--- config.mk ---
export PLATFORM = sky130hd
export DESIGN_NAME = id_ex_operand_stage
export DESIGN_NICKNAME = d
export VERILOG_FILES = /design/src/rtl/id_ex_operand_stage.sv
export SDC_FILE = /design/constraint.sdc
export NUM_CORES = 1
export LEC_CHECK = 0
export BUFFER_PORTS_ARGS = -buffer_cell sky130_fd_sc_hd__buf_2
export CORE_ASPECT_RATIO = 1.5
export CORE_MARGIN = 1
export CORE_UTILIZATION = 30
export DETAILED_ROUTE_END_ITERATION = 7
export PLACE_DENSITY = 0.55
export SKIP_LAST_GASP = 1
export SYNTH_ARGS = -nofsm -noshare
export SYNTH_HDL_FRONTEND = slang
export SYNTH_SLANG_ARGS = --single-unit
--- constraint.sdc ---
create_clock -name Clk -period 5.4 [get_ports Clk]
set_input_delay 1.35 -clock Clk [delete_from_list [all_inputs] [get_ports Clk]]
set_output_delay 1.35 -clock Clk [all_outputs]
set_load 0.05 [all_outputs]
--- src/rtl/id_ex_operand_stage.sv ---
// ID/EX pipeline register with RAW forwarding and ALU operand selection.
// Optional load-use hazard detection is enabled by defining LOAD_USE_DETECT_EN.
module id_ex_operand_stage #(
  parameter int         DW       = 32,
  parameter int         RW       = 5,
  parameter logic [3:0] NOP_CTRL = 4'd8
) (
  input  logic          Clk,
  input  logic          Reset_L,
  input  logic          Stall,
  input  logic          Flush,
  input  logic          IdValid,
  input  logic [DW-1:0] IdRsData,
  input  logic [DW-1:0] IdRtData,
  input  logic [DW-1:0] IdImm,
  input  logic [4:0]    IdShamt,
  input  logic [RW-1:0] IdRs,
  input  logic [RW-1:0] IdRt,
  input  logic [RW-1:0] IdRw,
  input  logic [3:0]    IdALUCtrl,
  input  logic          IdALUSrc,
  input  logic          IdShiftSel,
  input  logic          IdRegWrite,
  input  logic          IdMemRead,
  input  logic          IdMemWrite,
  input  logic          ExMemRegWrite,
  input  logic [RW-1:0] ExMemRw,
  input  logic [DW-1:0] ExMemResult,
  input  logic          MemWbRegWrite,
  input  logic [RW-1:0] MemWbRw,
  input  logic [DW-1:0] MemWbData,
  output logic [DW-1:0] BusA,
  output logic [DW-1:0] BusB,
  output logic [3:0]    ALUCtrl,
  output logic [DW-1:0] ExStoreData,
  output logic [RW-1:0] ExRw,
  output logic          ExRegWrite,
  output logic          ExMemRead,
  output logic          ExMemWrite,
  output logic          ExValid,
  output logic          HazardStall
);

  // Flow control: the stage has no valid/ready pair. Flush beats Stall beats
  // load; a stalled stage keeps its instruction, and an invalid or
  // hazard-blocked ID slot becomes a bubble whose write enables are all 0.

  logic          valid_q, valid_d;
  logic          reg_write_q, reg_write_d;
  logic          mem_read_q, mem_read_d;
  logic          mem_write_q, mem_write_d;
  logic          alu_src_q, alu_src_d;
  logic          shift_sel_q, shift_sel_d;
  logic [3:0]    alu_ctrl_q, alu_ctrl_d;
  logic [DW-1:0] rs_data_q, rs_data_d;
  logic [DW-1:0] rt_data_q, rt_data_d;
  logic [DW-1:0] imm_q, imm_d;
  logic [4:0]    shamt_q, shamt_d;
  logic [RW-1:0] rs_q, rs_d;
  logic [RW-1:0] rt_q, rt_d;
  logic [RW-1:0] rw_q, rw_d;
  logic [DW-1:0] fwd_rs, fwd_rt;
  logic          load_use;

`ifdef LOAD_USE_DETECT_EN
  assign load_use = valid_q & mem_read_q & (rw_q != '0) & IdValid &
                    ((rw_q == IdRs) | (rw_q == IdRt));
`else
  assign load_use = 1'b0;
`endif

  function automatic logic [DW-1:0] forward(
    input logic [RW-1:0] src,
    input logic [DW-1:0] held,
    input logic          em_we,
    input logic [RW-1:0] em_rw,
    input logic [DW-1:0] em_data,
    input logic          mw_we,
    input logic [RW-1:0] mw_rw,
    input logic [DW-1:0] mw_data
  );
    if (src == '0)                        return '0;
    else if (em_we && (em_rw == src))     return em_data;
    else if (mw_we && (mw_rw == src))     return mw_data;
    else                                  return held;
  endfunction

  always_comb begin
    valid_d     = valid_q;
    reg_write_d = reg_write_q;
    mem_read_d  = mem_read_q;
    mem_write_d = mem_write_q;
    alu_src_d   = alu_src_q;
    shift_sel_d = shift_sel_q;
    alu_ctrl_d  = alu_ctrl_q;
    rs_data_d   = rs_data_q;
    rt_data_d   = rt_data_q;
    imm_d       = imm_q;
    shamt_d     = shamt_q;
    rs_d        = rs_q;
    rt_d        = rt_q;
    rw_d        = rw_q;
    if (Flush || (!Stall && (!IdValid || load_use))) begin
      valid_d     = 1'b0;
      reg_write_d = 1'b0;
      mem_read_d  = 1'b0;
      mem_write_d = 1'b0;
      alu_src_d   = 1'b0;
      shift_sel_d = 1'b0;
      alu_ctrl_d  = NOP_CTRL;
      rs_data_d   = '0;
      rt_data_d   = '0;
      imm_d       = '0;
      shamt_d     = '0;
      rs_d        = '0;
      rt_d        = '0;
      rw_d        = '0;
    end else if (Stall) begin
      // A write-back retiring while we wait would otherwise be lost.
      if (MemWbRegWrite && (MemWbRw != '0) && (MemWbRw == rs_q)) rs_data_d = MemWbData;
      if (MemWbRegWrite && (MemWbRw != '0) && (MemWbRw == rt_q)) rt_data_d = MemWbData;
    end else begin
      valid_d     = 1'b1;
      reg_write_d = IdRegWrite;
      mem_read_d  = IdMemRead;
      mem_write_d = IdMemWrite;
      alu_src_d   = IdALUSrc;
      shift_sel_d = IdShiftSel;
      alu_ctrl_d  = IdALUCtrl;
      rs_data_d   = IdRsData;
      rt_data_d   = IdRtData;
      imm_d       = IdImm;
      shamt_d     = IdShamt;
      rs_d        = IdRs;
      rt_d        = IdRt;
      rw_d        = IdRw;
    end
  end

  always_ff @(posedge Clk or negedge Reset_L) begin
    if (!Reset_L) begin
      valid_q     <= 1'b0;
      reg_write_q <= 1'b0;
      mem_read_q  <= 1'b0;
      mem_write_q <= 1'b0;
      alu_src_q   <= 1'b0;
      shift_sel_q <= 1'b0;
      alu_ctrl_q  <= NOP_CTRL;
      rs_data_q   <= '0;
      rt_data_q   <= '0;
      imm_q       <= '0;
      shamt_q     <= '0;
      rs_q        <= '0;
      rt_q        <= '0;
      rw_q        <= '0;
    end else begin
      valid_q     <= valid_d;
      reg_write_q <= reg_write_d;
      mem_read_q  <= mem_read_d;
      mem_write_q <= mem_write_d;
      alu_src_q   <= alu_src_d;
      shift_sel_q <= shift_sel_d;
      alu_ctrl_q  <= alu_ctrl_d;
      rs_data_q   <= rs_data_d;
      rt_data_q   <= rt_data_d;
      imm_q       <= imm_d;
      shamt_q     <= shamt_d;
      rs_q        <= rs_d;
      rt_q        <= rt_d;
      rw_q        <= rw_d;
    end
  end

  always_comb begin
    fwd_rs = forward(rs_q, rs_data_q, ExMemRegWrite, ExMemRw, ExMemResult,
                     MemWbRegWrite, MemWbRw, MemWbData);
    fwd_rt = forward(rt_q, rt_data_q, ExMemRegWrite, ExMemRw, ExMemResult,
                     MemWbRegWrite, MemWbRw, MemWbData);
  end

  // Constant shifts take the value from rt and the amount from shamt.
  assign BusA        = shift_sel_q ? fwd_rt : fwd_rs;
  assign BusB        = shift_sel_q ? {{(DW-5){1'b0}}, shamt_q} : (alu_src_q ? imm_q : fwd_rt);
  assign ALUCtrl     = alu_ctrl_q;
  assign ExStoreData = fwd_rt;
  assign ExRw        = rw_q;
  assign ExRegWrite  = reg_write_q;
  assign ExMemRead   = mem_read_q;
  assign ExMemWrite  = mem_write_q;
  assign ExValid     = valid_q;
  assign HazardStall = load_use;

endmodule

# Word level (Yosys, flattened, before mapping)
# Index checks and enable logic that the tools add are counted.
totals:
  output_inout_bits: 110
  word_cells: 74
  mem_bits_rw: 0
  memories: 0
  latchBits: 0
  romBits: 0
  regBits: 126
  in_bits: 206
classes:
  mul: 0
  add_sub_neg: 0
  n_div: 0
  reduce_logical: 14
  n_eq_ne: 7
  n_bitwise: 0
  shifts: 0
  n_mux: 39
  n_lt_le_gt_ge: 0
ops:
  columns: ["cell", "n"]
  rows:
  - ["$mux W32", 17]
  - ["$mux W5", 8]
  - ["$eq A5 B5 Y1", 4]
  - ["$mux W1", 12]
  - ["$logic_not A5 Y1", 2]
  - ["$logic_and A1 B1 Y1", 8]
  - ["$mux W4", 2]
  - ["$ne A3 B1 Y1 const B", 2]
  - ["$reduce_bool A5 Y1", 1]
  - ["$logic_not A1 Y1", 2]
  - ["$ne A2 B1 Y1 const B", 1]
  - ["$logic_or A1 B1 Y1", 1]

# Depth between registers and ports, before layout
logic_depth:
  word_depth: 7
  ltp_mapped: 8
  ltp_nobuf: 5

# Least setup slack after synthesis
# OpenSTA, ideal clock, no wires.
synth_path:
  kind: "input port to output port"
  startpoint: "input MemWbRw[2]"
  endpoint: "output BusA[0]"
  required_time_ns: 4.050
  cell_stages: 7
  n_path_buf: 2
  setup_slack_ns: 0.354
  arrival_ns: 3.696
  cell_sequence: "xor2_1 -> nor3_1 -> buf_2 -> clkbuf_1 -> and3_1 -> nor3_2 -> o32ai_1"
synth_between:
  elab_chain_cells: 6
  elab_cells_between_ends: 11
  classes_between: "eq/ne: 2; mux: 7; reduce/logical: 2"
synth_lines:
  columns: ["item", "line", "rtl"]
  rows:
  - ["start, declared", "30", "input logic [RW-1:0] MemWbRw,"]
  - ["$eq A5 B5 Y1", "84", "else if (mw_we && (mw_rw == src)) return mw_data;"]
  - ["$logic_and A1 B1 Y1", "84", null]
  - ["$mux W32", "84", null]
  - ["$mux W32", "83", "else if (em_we && (em_rw == src)) return em_data;"]
  - ["$mux W32", "82", "if (src == '0) return '0;"]
  - ["$mux W32 (*)", "182", "assign BusA = shift_sel_q ? fwd_rt : fwd_rs;"]
  - ["end, declared", "32", "output logic [DW-1:0] BusA,"]
# Every way passes the cells marked *; elsewhere a longest branch is shown, timed or not.

# Worst setup path after layout
layout_path:
  startpoint: "input ExMemRw[2]"
  endpoint: "output BusA[19]"
layout_between:
  elab_chain_cells: 5
  elab_cells_between_ends: 9
  classes_between: "eq/ne: 2; mux: 5; reduce/logical: 2"
layout_lines:
  columns: ["item", "line", "rtl"]
  rows:
  - ["start, declared", "27", "input logic [RW-1:0] ExMemRw,"]
  - ["$eq A5 B5 Y1", "83", null]
  - ["$logic_and A1 B1 Y1", "83", null]
  - ["$mux W32", "83", null]
  - ["$mux W32", "82", null]
  - ["$mux W32 (*)", "182", null]
# Marked as above.

==> impl_metrics.toml <==
[status]
status = "completed"

[routing]
finalWirelength_mm = 34.3
wl_per_cell_um = 22.5
met1_length_mm = 13.5
wl_met3_mm = 2.44
vias_per_cell = 5.64
drt_iter0_drc = 477
wl_met2_mm = 16.6
ant_nets = 0
vias = 8583
route.detailed.drc = 0
top_layer = "met5"
dr.pass1.iters = 5

[global_route]
grt_pass1_wl_mm = 50.4
grt-ovfl-total = 0
grt_max_degree = 65
globalRouteTotalUtil_pct = 24.4
antenna_found_initial = 4
grt_pass1_vias = 8586

[critical_path]
start_kind = "input pin"
critPathSlowestCell = "and2_2"
cp_max_fo = 26
r2r_setup_slack_ns = 3.00
criticalPathCategory = "in2out"
arrival_ns = 3.54
crit_buf_inv = 3
cp_top_family = "simple AND/OR/NAND/NOR gates"
end_kind = "primary output"
critPathMaxStageDelay_ns = 0.63
critical_path_required_ns = 4.05
crit_chain = "buf_2 > xor2_1 > nor4_1 > and2_2 > buf_4 > a221oi_1 > o32ai_1 > buf_2"
crit_path_frequent_cell = "buf_2"

[logic_synthesis]
synthAdderAreaFrac_pct = 0
synth_area_leaders = "dfrtp_1 38%, mux2i_1 7.8%, a22o_1 6.4%"
ys_warn_count = 0
synth_compound_area_share_pct = 30.4
syn-num-nets = 1114
yosys.area.top_type = "dfrtp_1"
synthXorXnorAreaFrac_pct = 2.13
synth_simple_gate_area_share_pct = 15.5
ys_ff_latch = 126
synthMostInstantiatedCell = "dfrtp_1"
ys_seq_area_share_pct = 38.4
netlist_top_cells_count = "125 x dfrtp_1, 97 x nand2_1, 84 x o21ai_0"
avgSynthCellArea_um2 = 9.05
synthesis.instances = 908
ys.flop_type = "dfrtp_1"
synth_top_area_share_pct = 38.1
async_flop_share_pct = 100
syn_area_um2 = 8210
synthMuxAreaShare_pct = 7.80
synth_top_family_by_area = "compound AO/OA/AOI/OAI gates"
synth-edff-count = 0
yosysUniqueCellTypes = 46

[power_and_ir_drop]
leakagePower_nw = 5.14
vdd_drop_max_mv = 0.151
clockPowerShare_pct = 38.4
p_seq_share_pct = 35.6
p_int_mw = 1.93
p_sw_share_pct = 34.0
p_per_area_nw_per_um2 = 274
p_switching_mw = 0.993
comb_power_share_pct = 26.0
total_power_mw = 2.92

[clock_tree]
cts_made_buffers = 17
cts_tree = "built"
root_buffer = "clkbuf_16"
clk_path_buf_depth = 2
clock_latency_ns = 0.43
ctsResizeCount = 0
cts_sinks = 126
postCtsSetupRepairBufs = 0
h-tree-depth = 4
ctsHoldBuffers = 0
clkTransAtPathRegs_ns = 0.05

[run]
drv_cap = 0

[placed_design]
dpl_cell_area_um2 = 10100
io_buffers = 314
gp_congestion = 0.899
dp_hpwl_mm = 24.9
post-place-ws_ns = 0.548

[worst_hold_path]
hold_class = "reg2reg"

[final_layout]
n_fill_cell = 2773
multi_input_area_um2 = 4680
fin_nets = 1377
final_cell_area_um2 = 10700
final-seq-area_um2 = 3150
area_growth_pct = 29.8
drive_gt1_share_pct = 34.1

[die]
start_util_pct = 30.8
die_area_um2 = 28100
core_um2 = 26700
die_h_um = 205
die_x_um = 137
io_pins = 316
rows = 73

[sta]
finalCritPeriodShare_pct = 90.5
fin_crit_ns = 4.89
finalHoldViolCount = 0
setup_violations = 0
maxSlewViolCount = 0
fmax_mhz = 205
tightest_slew_ns = 1.18
setup_ws_ns = 0.510
skew_ns = 0.0103
fin_tns_setup_ns = 0
relSlewSlack_pct = 20.8
rsz0062_at_grt = "no"
## placed cells by master, fill, tap and decap left out, drive strengths merged, types with 7 or more instances in the layout
master and n:
buf 340, dfrtp 125, nand2 98, o21ai 88
o31ai 69, mux2i 64, a22o 60, nor3 43
nor2 37, and3 33, and2 33, o32ai 32
a211oi 30, a221oi 29, clkbuf 22, xor2 11
a21oi 11, xnor2 9, inv 7, nor2b 7
## kinds of logic after synthesis
kind of cell              Yosys count
AOI/OAI and AO/OA                 335
xor gates and xnor gates           20
buffers and inverters             103
DFF                               126
muxes                              64
other                               1
and+or+nand+nor                   259
## flip-flops by register name (all words and copies together), names as in the netlist, 4 cells and up
name	count
rs_q	5
shamt_q	5
rt_data_q	32
ExRw	5
rt_q	5
imm_q	32
ALUCtrl	4
rs_data_q	32
## power groups by stage
stage,logic (mW),registers [mW],clock network (mW)
floorplan,0.465,1.06,0
global placement,0.755,1.05,0
detailed placement,0.760,1.06,0
CTS,0.761,1.04,1.15
global route,0.813,1.05,1.18
finish,0.761,1.04,1.12
## layout make-up
cell class | count | area share, %
inverter | 7 | 0.246
sequential | 126 | 29.6
multi-input combinational | 679 | 43.9
clock buffer | 22 | 4.35
timing repair buffer | 340 | 17.0
tap | 337 | 3.96
clock inverter | 7 | 0.845
antenna | 3 | 0.0704
## path summary, 6_finish.rpt
kind	from	to	cells after the start
hold reg to reg	rt_data_q[3]$_DFFE_PN0P_	rt_data_q[3]$_DFFE_PN0P_	2
hold / removal	rt_data_q[3]$_DFFE_PN0P_	rt_data_q[3]$_DFFE_PN0P_	2
setup / recovery	ExMemRw[2]	BusA[19]	8
min in group asynchronous	Reset_L	rs_data_q[18]$_DFFE_PN0P_	1
setup reg to reg	rs_q[3]$_DFFE_PN0P_	rs_data_q[30]$_DFFE_PN0P_	6
max in group asynchronous	Reset_L	rs_q[1]$_DFFE_PN0P_	2
## tightest hold or removal path, cell delays in order, from the launching register on
cell,delay [ns]
dfrtp_1,0.34
nand2_1,0.05
o31ai_1,0.05
## metrics by stage
step                      hold slack [ns]  std cells  util [%]
after floorplan                     0.442        908         -
after global placement              0.456       1489      37.9
after detailed placement            0.460       1489      37.9
after CTS                           0.473       1518      39.9
after global routing                0.500       1519      40.0
final                               0.474       1521      40.0
## per-layer routing
layer  vias up  track usage [%]
met1      4087             28.4
met4         6             13.8
met3       102             5.89
li1       3964                -
met5         -                0
met2       424             40.5
(Power assumes the default switching activity.)
